## src/rtl/slurm16_port_responder_pkg.sv

```systemverilog
// Shared definitions for the slurm16 CPU port responder: FSM state encoding,
// access opcodes and the data pattern returned by a timed-out read.
package cpu_port_defs;

  typedef enum logic [1:0] {
    IDLE   = 2'd0,
    ACCESS = 2'd1,
    DONE   = 2'd2
  } port_state_t;

  typedef enum logic {
    PORT_OP_RD = 1'b0,
    PORT_OP_WR = 1'b1
  } port_op_t;

  // Replicated to the data width: a timed-out read returns all ones.
  localparam logic TIMEOUT_RDATA_BIT = 1'b1;

endpackage

```

## src/rtl/slurm16_port_responder_if.sv

```systemverilog
// Port bus between the execute stage, the responder and the peripheral slots.
// The slave modport is the responder; the master modport is its environment.
interface slurm16_port_responder_if #(
  parameter int BITS         = 16,
  parameter int ADDRESS_BITS = 16,
  parameter int SLOT_BITS    = 2
);
  localparam int SLOTS = 1 << SLOT_BITS;

  logic [ADDRESS_BITS-1:0] port_address;
  logic [BITS-1:0]         port_out;
  logic                    port_rd;
  logic                    port_wr;
  logic [BITS-1:0]         port_in;
  logic                    port_in_valid;
  logic                    port_stall;
  logic [SLOTS-1:0]        per_sel;
  logic [ADDRESS_BITS-1:0] per_addr;
  logic [BITS-1:0]         per_wdata;
  logic                    per_rd;
  logic                    per_wr;
  logic [SLOTS*BITS-1:0]   per_rdata;
  logic [SLOTS-1:0]        per_ready;
  logic                    timeout_err;

  modport slave (
    input  port_address, port_out, port_rd, port_wr, per_rdata, per_ready,
    output port_in, port_in_valid, port_stall, per_sel, per_addr, per_wdata,
           per_rd, per_wr, timeout_err
  );

  modport master (
    output port_address, port_out, port_rd, port_wr, per_rdata, per_ready,
    input  port_in, port_in_valid, port_stall, per_sel, per_addr, per_wdata,
           per_rd, per_wr, timeout_err
  );

endinterface

```

## src/rtl/slurm16_port_slot_mux.sv

```systemverilog
// Combinational slot decoder: one-hot select for the latched slot plus the
// matching read-data and ready lines picked out of the per-slot buses.
module slurm16_port_slot_mux #(
  parameter int BITS      = 16,
  parameter int SLOT_BITS = 2
) (
  input  logic [SLOT_BITS-1:0]              i_slot,
  input  logic [(1<<SLOT_BITS)*BITS-1:0]    i_per_rdata,
  input  logic [(1<<SLOT_BITS)-1:0]         i_per_ready,
  output logic [(1<<SLOT_BITS)-1:0]         o_sel,
  output logic [BITS-1:0]                   o_rdata,
  output logic                              o_ready
);
  localparam int SLOTS = 1 << SLOT_BITS;

  // NOTE: every output gets a default before the loop so no path leaves it
  // unassigned; otherwise synthesis infers a latch.
  always_comb begin
    o_sel   = '0;
    o_rdata = '0;
    o_ready = 1'b0;
    for (int n = 0; n < SLOTS; n++) begin
      if (i_slot == SLOT_BITS'(n)) begin
        o_sel[n] = 1'b1;
        o_rdata  = i_per_rdata[n*BITS +: BITS];
        o_ready  = i_per_ready[n];
      end
    end
  end

endmodule

```

## src/rtl/slurm16_port_responder.sv

```systemverilog
// CPU port responder: decodes peek/poke requests to a peripheral slot, holds
// the strobe until that slot is ready and stalls the pipeline meanwhile.
// Build option SLURM16_PORT_TIMEOUT_EN forces completion of a stuck access.
module slurm16_port_responder
  import cpu_port_defs::*;
#(
  parameter int BITS           = 16,
  parameter int ADDRESS_BITS   = 16,
  parameter int SLOT_BITS      = 2,
  parameter int TIMEOUT_CYCLES = 15
) (
  input  logic                     CLK,
  input  logic                     RSTb,
  slurm16_port_responder_if.slave  bus
);
  localparam int SLOTS = 1 << SLOT_BITS;

  port_state_t             r_state;
  port_state_t             w_next_state;
  port_op_t                r_op;
  logic [SLOT_BITS-1:0]    r_slot;
  logic [ADDRESS_BITS-1:0] r_addr;
  logic [BITS-1:0]         r_wdata;
  logic [BITS-1:0]         r_port_in;

  logic                    w_req;
  logic                    w_accept;
  logic [SLOTS-1:0]        w_sel;
  logic [BITS-1:0]         w_slot_rdata;
  logic                    w_slot_ready;
  logic                    w_timeout;

  assign w_req    = bus.port_rd | bus.port_wr;
  assign w_accept = (r_state == IDLE) && w_req;

  slurm16_port_slot_mux #(
    .BITS      (BITS),
    .SLOT_BITS (SLOT_BITS)
  ) u_slot_mux (
    .i_slot      (r_slot),
    .i_per_rdata (bus.per_rdata),
    .i_per_ready (bus.per_ready),
    .o_sel       (w_sel),
    .o_rdata     (w_slot_rdata),
    .o_ready     (w_slot_ready)
  );

  // NOTE: sequential state uses non-blocking assignments so every register
  // samples the pre-edge values, independent of statement order.
  always_ff @(posedge CLK) begin
    if (RSTb) r_state <= IDLE;
    else      r_state <= w_next_state;
  end

  always_comb begin
    w_next_state = r_state;
    unique case (r_state)
      IDLE:    if (w_req) w_next_state = ACCESS;
      ACCESS:  if (w_slot_ready || w_timeout) w_next_state = DONE;
      DONE:    w_next_state = IDLE;
      default: w_next_state = IDLE;
    endcase
  end

  always_comb begin
    bus.port_stall    = w_accept || (r_state == ACCESS);
    bus.per_sel       = (r_state == ACCESS) ? w_sel : '0;
    bus.per_rd        = (r_state == ACCESS) && (r_op == PORT_OP_RD);
    bus.per_wr        = (r_state == ACCESS) && (r_op == PORT_OP_WR);
    bus.port_in_valid = (r_state == DONE) && (r_op == PORT_OP_RD);
  end

  assign bus.per_addr  = r_addr;
  assign bus.per_wdata = r_wdata;
  assign bus.port_in   = r_port_in;

  // Request latch; write wins when both strobes arrive together.
  always_ff @(posedge CLK) begin
    if (RSTb) begin
      r_op      <= PORT_OP_RD;
      r_slot    <= '0;
      r_addr    <= '0;
      r_wdata   <= '0;
      r_port_in <= '0;
    end else begin
      if (w_accept) begin
        r_op    <= bus.port_wr ? PORT_OP_WR : PORT_OP_RD;
        r_slot  <= bus.port_address[ADDRESS_BITS-1 -: SLOT_BITS];
        r_addr  <= bus.port_address;
        r_wdata <= bus.port_out;
      end
      if ((r_state == ACCESS) && (r_op == PORT_OP_RD)) begin
        if (w_slot_ready)   r_port_in <= w_slot_rdata;
        else if (w_timeout) r_port_in <= {BITS{TIMEOUT_RDATA_BIT}};
      end
    end
  end

`ifdef SLURM16_PORT_TIMEOUT_EN
  localparam int CNT_W = $clog2(TIMEOUT_CYCLES + 1);

  logic [CNT_W-1:0] r_cnt;
  logic             r_timeout_err;

  // The counter idles at zero outside ACCESS, so it is clear on entry.
  assign w_timeout = (r_state == ACCESS) && !w_slot_ready &&
                     (r_cnt == CNT_W'(TIMEOUT_CYCLES - 1));

  always_ff @(posedge CLK) begin
    if (RSTb) begin
      r_cnt         <= '0;
      r_timeout_err <= 1'b0;
    end else begin
      if (r_state != ACCESS)  r_cnt <= '0;
      else if (!w_slot_ready) r_cnt <= r_cnt + CNT_W'(1);
      if (w_timeout) r_timeout_err <= 1'b1;
    end
  end

  assign bus.timeout_err = r_timeout_err;
`else
  assign w_timeout       = 1'b0;
  assign bus.timeout_err = 1'b0;
`endif

endmodule

```

## src/flat_wrapper.sv

```systemverilog
// flat-port wrapper written by rule: the top's interface ports become plain ports
module slurm16_port_responder_flat import cpu_port_defs::*;
#(
  parameter int BITS           = 16,
  parameter int ADDRESS_BITS   = 16,
  parameter int SLOT_BITS      = 2,
  parameter int TIMEOUT_CYCLES = 15
)
  (CLK, RSTb, bus_port_address, bus_port_out, bus_port_rd, bus_port_wr, bus_per_rdata, bus_per_ready, bus_port_in, bus_port_in_valid, bus_port_stall, bus_per_sel, bus_per_addr, bus_per_wdata, bus_per_rd, bus_per_wr, bus_timeout_err);
  slurm16_port_responder_if #(.BITS(BITS), .ADDRESS_BITS(ADDRESS_BITS), .SLOT_BITS(SLOT_BITS)) bus_i ();
  input  logic CLK;
  input  logic RSTb;
  input wire logic [$bits(bus_i.port_address)-1:0] bus_port_address;
  input wire logic [$bits(bus_i.port_out)-1:0] bus_port_out;
  input wire logic [$bits(bus_i.port_rd)-1:0] bus_port_rd;
  input wire logic [$bits(bus_i.port_wr)-1:0] bus_port_wr;
  input wire logic [$bits(bus_i.per_rdata)-1:0] bus_per_rdata;
  input wire logic [$bits(bus_i.per_ready)-1:0] bus_per_ready;
  output wire logic [$bits(bus_i.port_in)-1:0] bus_port_in;
  output wire logic [$bits(bus_i.port_in_valid)-1:0] bus_port_in_valid;
  output wire logic [$bits(bus_i.port_stall)-1:0] bus_port_stall;
  output wire logic [$bits(bus_i.per_sel)-1:0] bus_per_sel;
  output wire logic [$bits(bus_i.per_addr)-1:0] bus_per_addr;
  output wire logic [$bits(bus_i.per_wdata)-1:0] bus_per_wdata;
  output wire logic [$bits(bus_i.per_rd)-1:0] bus_per_rd;
  output wire logic [$bits(bus_i.per_wr)-1:0] bus_per_wr;
  output wire logic [$bits(bus_i.timeout_err)-1:0] bus_timeout_err;
  assign bus_i.port_address = bus_port_address;
  assign bus_i.port_out = bus_port_out;
  assign bus_i.port_rd = bus_port_rd;
  assign bus_i.port_wr = bus_port_wr;
  assign bus_i.per_rdata = bus_per_rdata;
  assign bus_i.per_ready = bus_per_ready;
  assign bus_port_in = bus_i.port_in;
  assign bus_port_in_valid = bus_i.port_in_valid;
  assign bus_port_stall = bus_i.port_stall;
  assign bus_per_sel = bus_i.per_sel;
  assign bus_per_addr = bus_i.per_addr;
  assign bus_per_wdata = bus_i.per_wdata;
  assign bus_per_rd = bus_i.per_rd;
  assign bus_per_wr = bus_i.per_wr;
  assign bus_timeout_err = bus_i.timeout_err;
  slurm16_port_responder #(.BITS(BITS), .ADDRESS_BITS(ADDRESS_BITS), .SLOT_BITS(SLOT_BITS), .TIMEOUT_CYCLES(TIMEOUT_CYCLES)) u_core (.CLK(CLK), .RSTb(RSTb), .bus(bus_i));
endmodule
```

## config.mk

```make
export PLATFORM = sky130hd
export DESIGN_NAME = slurm16_port_responder_flat
export DESIGN_NICKNAME = d
export VERILOG_FILES = /design/src/rtl/slurm16_port_responder_pkg.sv /design/src/rtl/slurm16_port_responder_if.sv /design/src/rtl/slurm16_port_slot_mux.sv /design/src/rtl/slurm16_port_responder.sv /design/src/flat_wrapper.sv
export SDC_FILE = /design/constraint.sdc
export NUM_CORES = 1
export LEC_CHECK = 0
export CORE_MARGIN = 2
export CORE_UTILIZATION = 39
export DETAILED_ROUTE_END_ITERATION = 12
export PLACE_DENSITY = 0.84
export SYNTH_ARGS = -nofsm -noshare
export SYNTH_HDL_FRONTEND = slang
export SYNTH_SLANG_ARGS = --single-unit
```

## constraint.sdc

```tcl
create_clock -name CLK -period 3.4 [get_ports CLK]
set_input_delay 0.51 -clock CLK [delete_from_list [all_inputs] [get_ports CLK]]
set_output_delay 0.51 -clock CLK [all_outputs]
set_load 0.03 [all_outputs]
```

==> results.env <==
WL_MM=8.275
DRC_ERRORS=0
MAXIMUM_VDD_DROP_mV=0.2760
SYNTH_AREA_PER_CELL_UM2=9.483
SYNTH_NETS=370
POST-ROUTE-CELL-AREA_UM2=4245
CTS-HOLD-FIX-BUFFERS=0
WORST_CLOCK_SKEW_PS=5.212
GRT_USE_MET2_PCT=39.75
GLOBAL_ROUTE.USAGE.MET1_PCT=28.86
DP_WORST_SETUP_SLACK_PS=905.2
ENDPOINT_KIND='output port'
SYNTH_WARNINGS=0
ACHIEVABLE-FREQUENCY_MHz=400.2
FIN_WS_PS=901.3
MIN_FROM='u_core.bus.per_wdata[4]'
ANT_NETS=0
DIE_WIDTH_UM=84.42
PLACE_HPWL_MM=6.016
CTS_TREE='built'
TIGHTEST_SLEW_PS=1059
AREA_DELTA_SYNTH_FINAL_PCT=68.30
CRITPATHMAXFANOUT=3
CP.ARRIVAL_PS=1990
PROPORTION_OF_SYNTHESIZED_CHIP_AREA_IN_SEQUENTIAL_CELLS_PCT=40.48
POSTCTSRESIZEDCELLS=0
USE_MET3_PCT=4.523
YS_TYPES=27
WIRE_PER_INST_UM=17.03
PLACED_CELL_AREA_UM2=4128
GRT_OVERFLOW=0
TOTAL_LEAKAGE_POWER_nW=1.485
CTS.ROOT.BUFFER_CELL='clkbuf_8'
STATUS='finished, final reports clean'
TIMING.SLEW.HEADROOM_PCT=29.37
WORST_HOLD_PATH.NUM_CELLS=2
WORSTREGTOREGCELLS=4
DIE_Y_UM=84.42
FINALCRITPERIODSHARE_PCT=73.49
POST_SYNTH_INST_COUNT=266
PORT-BUFFER-COUNT=159
HOLD_PATH.CLASS='reg2reg'
LARGEST_NET_DEGREE_AT_THE_START_OF_GLOBAL_ROUTING=52
CRIT_TYPE='in2out'
MAX-CLOCK-PATH-BUFFERS=2
DRIVE_ABOVE_1_SHARE_PCT=11.98
GRT_PASS1_VIAS=2668
DRT_FIRST_ITER_VIOLATIONS=125
WORST_SETUP_STARTPOINT='bus_port_rd'
DESIGN.DIE.AREA_UM2=7127
WORSTPATHREQUIRED_PS=2890
POST_SYNTH_INSTANCE_AREA_UM2=2522
FINAL_NETS=512
CTS.CLK_SLEW.WORST_PATHS_PS=90
COREAREA_UM2=6314
LAYOUT.CELLS.MOST_COMMON='clkdlybuf4s50_1'
LAYOUT.FILLER_CELLS=506
CTSHTREEMAXLEVEL=2
POST-CTS-SETUP-BUFFER-COUNT=0
GP_ROUTABILITY_CONGESTION=0.7717
GRT_SETUP_UNREPAIRED='no'
WIRE_LENGTH_OF_THE_FIRST_GLOBAL_ROUTING_PASS_MM=13.36
PEAK_USAGE_LAYER_IN_THE_GLOBAL_ROUTING_REPORT='met2'
N_ANTENNA_CELL=0
SYNTH-SEQ-CELLS=51
CLOCK_INSERTION_DELAY_WORST_SKEW_PS=290
CELLPOWERDENSITY_nW_PER_UM2=401.3
CAP_VIOL_MAX_COUNT=0
CRIT_PATH_START_KIND='input pin'
TOTAL_ROUTING_USAGE_GR_PCT=23.14
CLKSINKCOUNT=51
FINAL-HOLD-VIOLATION-COUNT=0
NUMBER_OF_ANTENNA_VIOLATIONS_AT_THE_FIRST_CHECK_IN_GLOBAL_ROUTING=0
PLACEMENTROWS=29
SLEW_VIOL_FINAL=0
FLOORPLAN.IO_PINS=161
FINALCRITICALPERIOD_PS=2499
TRITONCTS.NUM_BUFFERS=5
ROUTED-VIA-COUNT=2607
SETUP-TNS-FINAL_PS=0
DRT_PRE_ANTENNA_ITERS=4
MOSTFREQUENTLAYOUTCELLS='158 x clkdlybuf4s50_1, 51 x dfxtp_1, 48 x nand3_1, 37 x a21oi_1, 25 x o21ai_0'
FLOORPLAN.INITIALDENSITY_PCT=39.95
CRIT-REG2REG-LAUNCH='u_core.bus.per_addr[14]'
FINALSETUPVIOLATIONS=0
VIAS_PER_CELL=5.364
area by class of cell:
type / count / area [um^2] / share of cell area (%)
clock inverters: 2 / 35.03 / 0.8252
clock buffers: 6 / 82.58 / 1.945
repair buffers: 166 / 1639 / 38.61
inverters: 1 / 3.754 / 0.08842
multi-input cells: 183 / 1368 / 32.21
well taps: 77 / 96.34 / 2.269
flip-flops and latches: 51 / 1021 / 24.05
cells in the mapped netlist:
master / number / area share (%)
or2_1: 1 / 0.25
o21ai_0: 25 / 5.0
buf_2: 2 / 0.40
buf_6: 2 / 0.89
nor2b_1: 1 / 0.25
clkbuf_1: 23 / 3.4
a21oi_1: 37 / 7.3
nand2b_1: 1 / 0.25
nor3b_2: 1 / 0.50
dfxtp_1: 51 / 40
and3_1: 1 / 0.25
mux4_2: 17 / 15
a21bo_1: 16 / 6.3
nor3_1: 1 / 0.20
conb_1: 1 / 0.15
or2_2: 1 / 0.25
o21ai_1: 9 / 1.8
nand2_1: 2 / 0.30
nor2_1: 4 / 0.60
a21oi_2: 12 / 4.2
a2bb2oi_1: 1 / 0.35
buf_1: 2 / 0.30
buf_4: 2 / 0.60
nand3_1: 48 / 9.5
and2_1: 1 / 0.25
inv_1: 1 / 0.15
nor3b_1: 3 / 0.89
worst paths after layout:
path | to | slack (ps)
worst max-delay path | bus_port_stall | 900
worst min-delay path | u_core.bus.per_wdata[4] | 480
worst max register to register | u_core.bus.port_in[5] | 1320
worst min register to register | u_core.bus.per_wdata[4] | 480
cells by family after synthesis:
logic type / count (synthesis) / synth area share, %
DFF: 51 / 40.48
buffers and inverters: 32 / 5.754
and+or+nand+nor: 65 / 13.49
other: 1 / 0.1487
AOI/OAI and AO/OA: 100 / 24.95
muxes: 17 / 15.18
layer usage:
metal	wire length [um]	part of all wire [%]
met4	233	2.8
met3	394	4.8
met5	0	0
met2	4180	51
met1	3467	42
critical path, stage by stage:
cell and delay (ps):
clkdlybuf4s50_1 520, nor2_2 70, o21ai_0 180, clkdlybuf4s50_1 720
metrics by stage:
stage / std cells / hold slack [ps] / power [mW] / utilization [%]
2_1_floorplan: 266 / 482.5 / 1.013 / -
3_3_place_gp: 478 / 458.9 / 1.272 / 65.38
3_5_place_dp: 478 / 469.1 / 1.282 / 65.38
4_1_cts: 486 / 483.0 / 1.721 / 67.24
5_1_grt: 486 / 506.1 / 1.781 / 67.24
6_report: 486 / 480.5 / 1.704 / 67.24
where the power goes:
group	total, mW	internal [mW]	switching (mW)
registers	0.675	0.646	0.0288
logic	0.592	0.294	0.298
clock network	0.437	0.238	0.198
registers in the layout (all words and copies together), names as in the netlist:
signal,flops
u_core.r_op,1
u_core.r_slot,1
u_core.bus.port_in,16
u_core.r_state,2
u_core.bus.per_wdata,16
u_core.bus.per_addr,15
No activity file was read; power rests on OpenSTA's default activity.
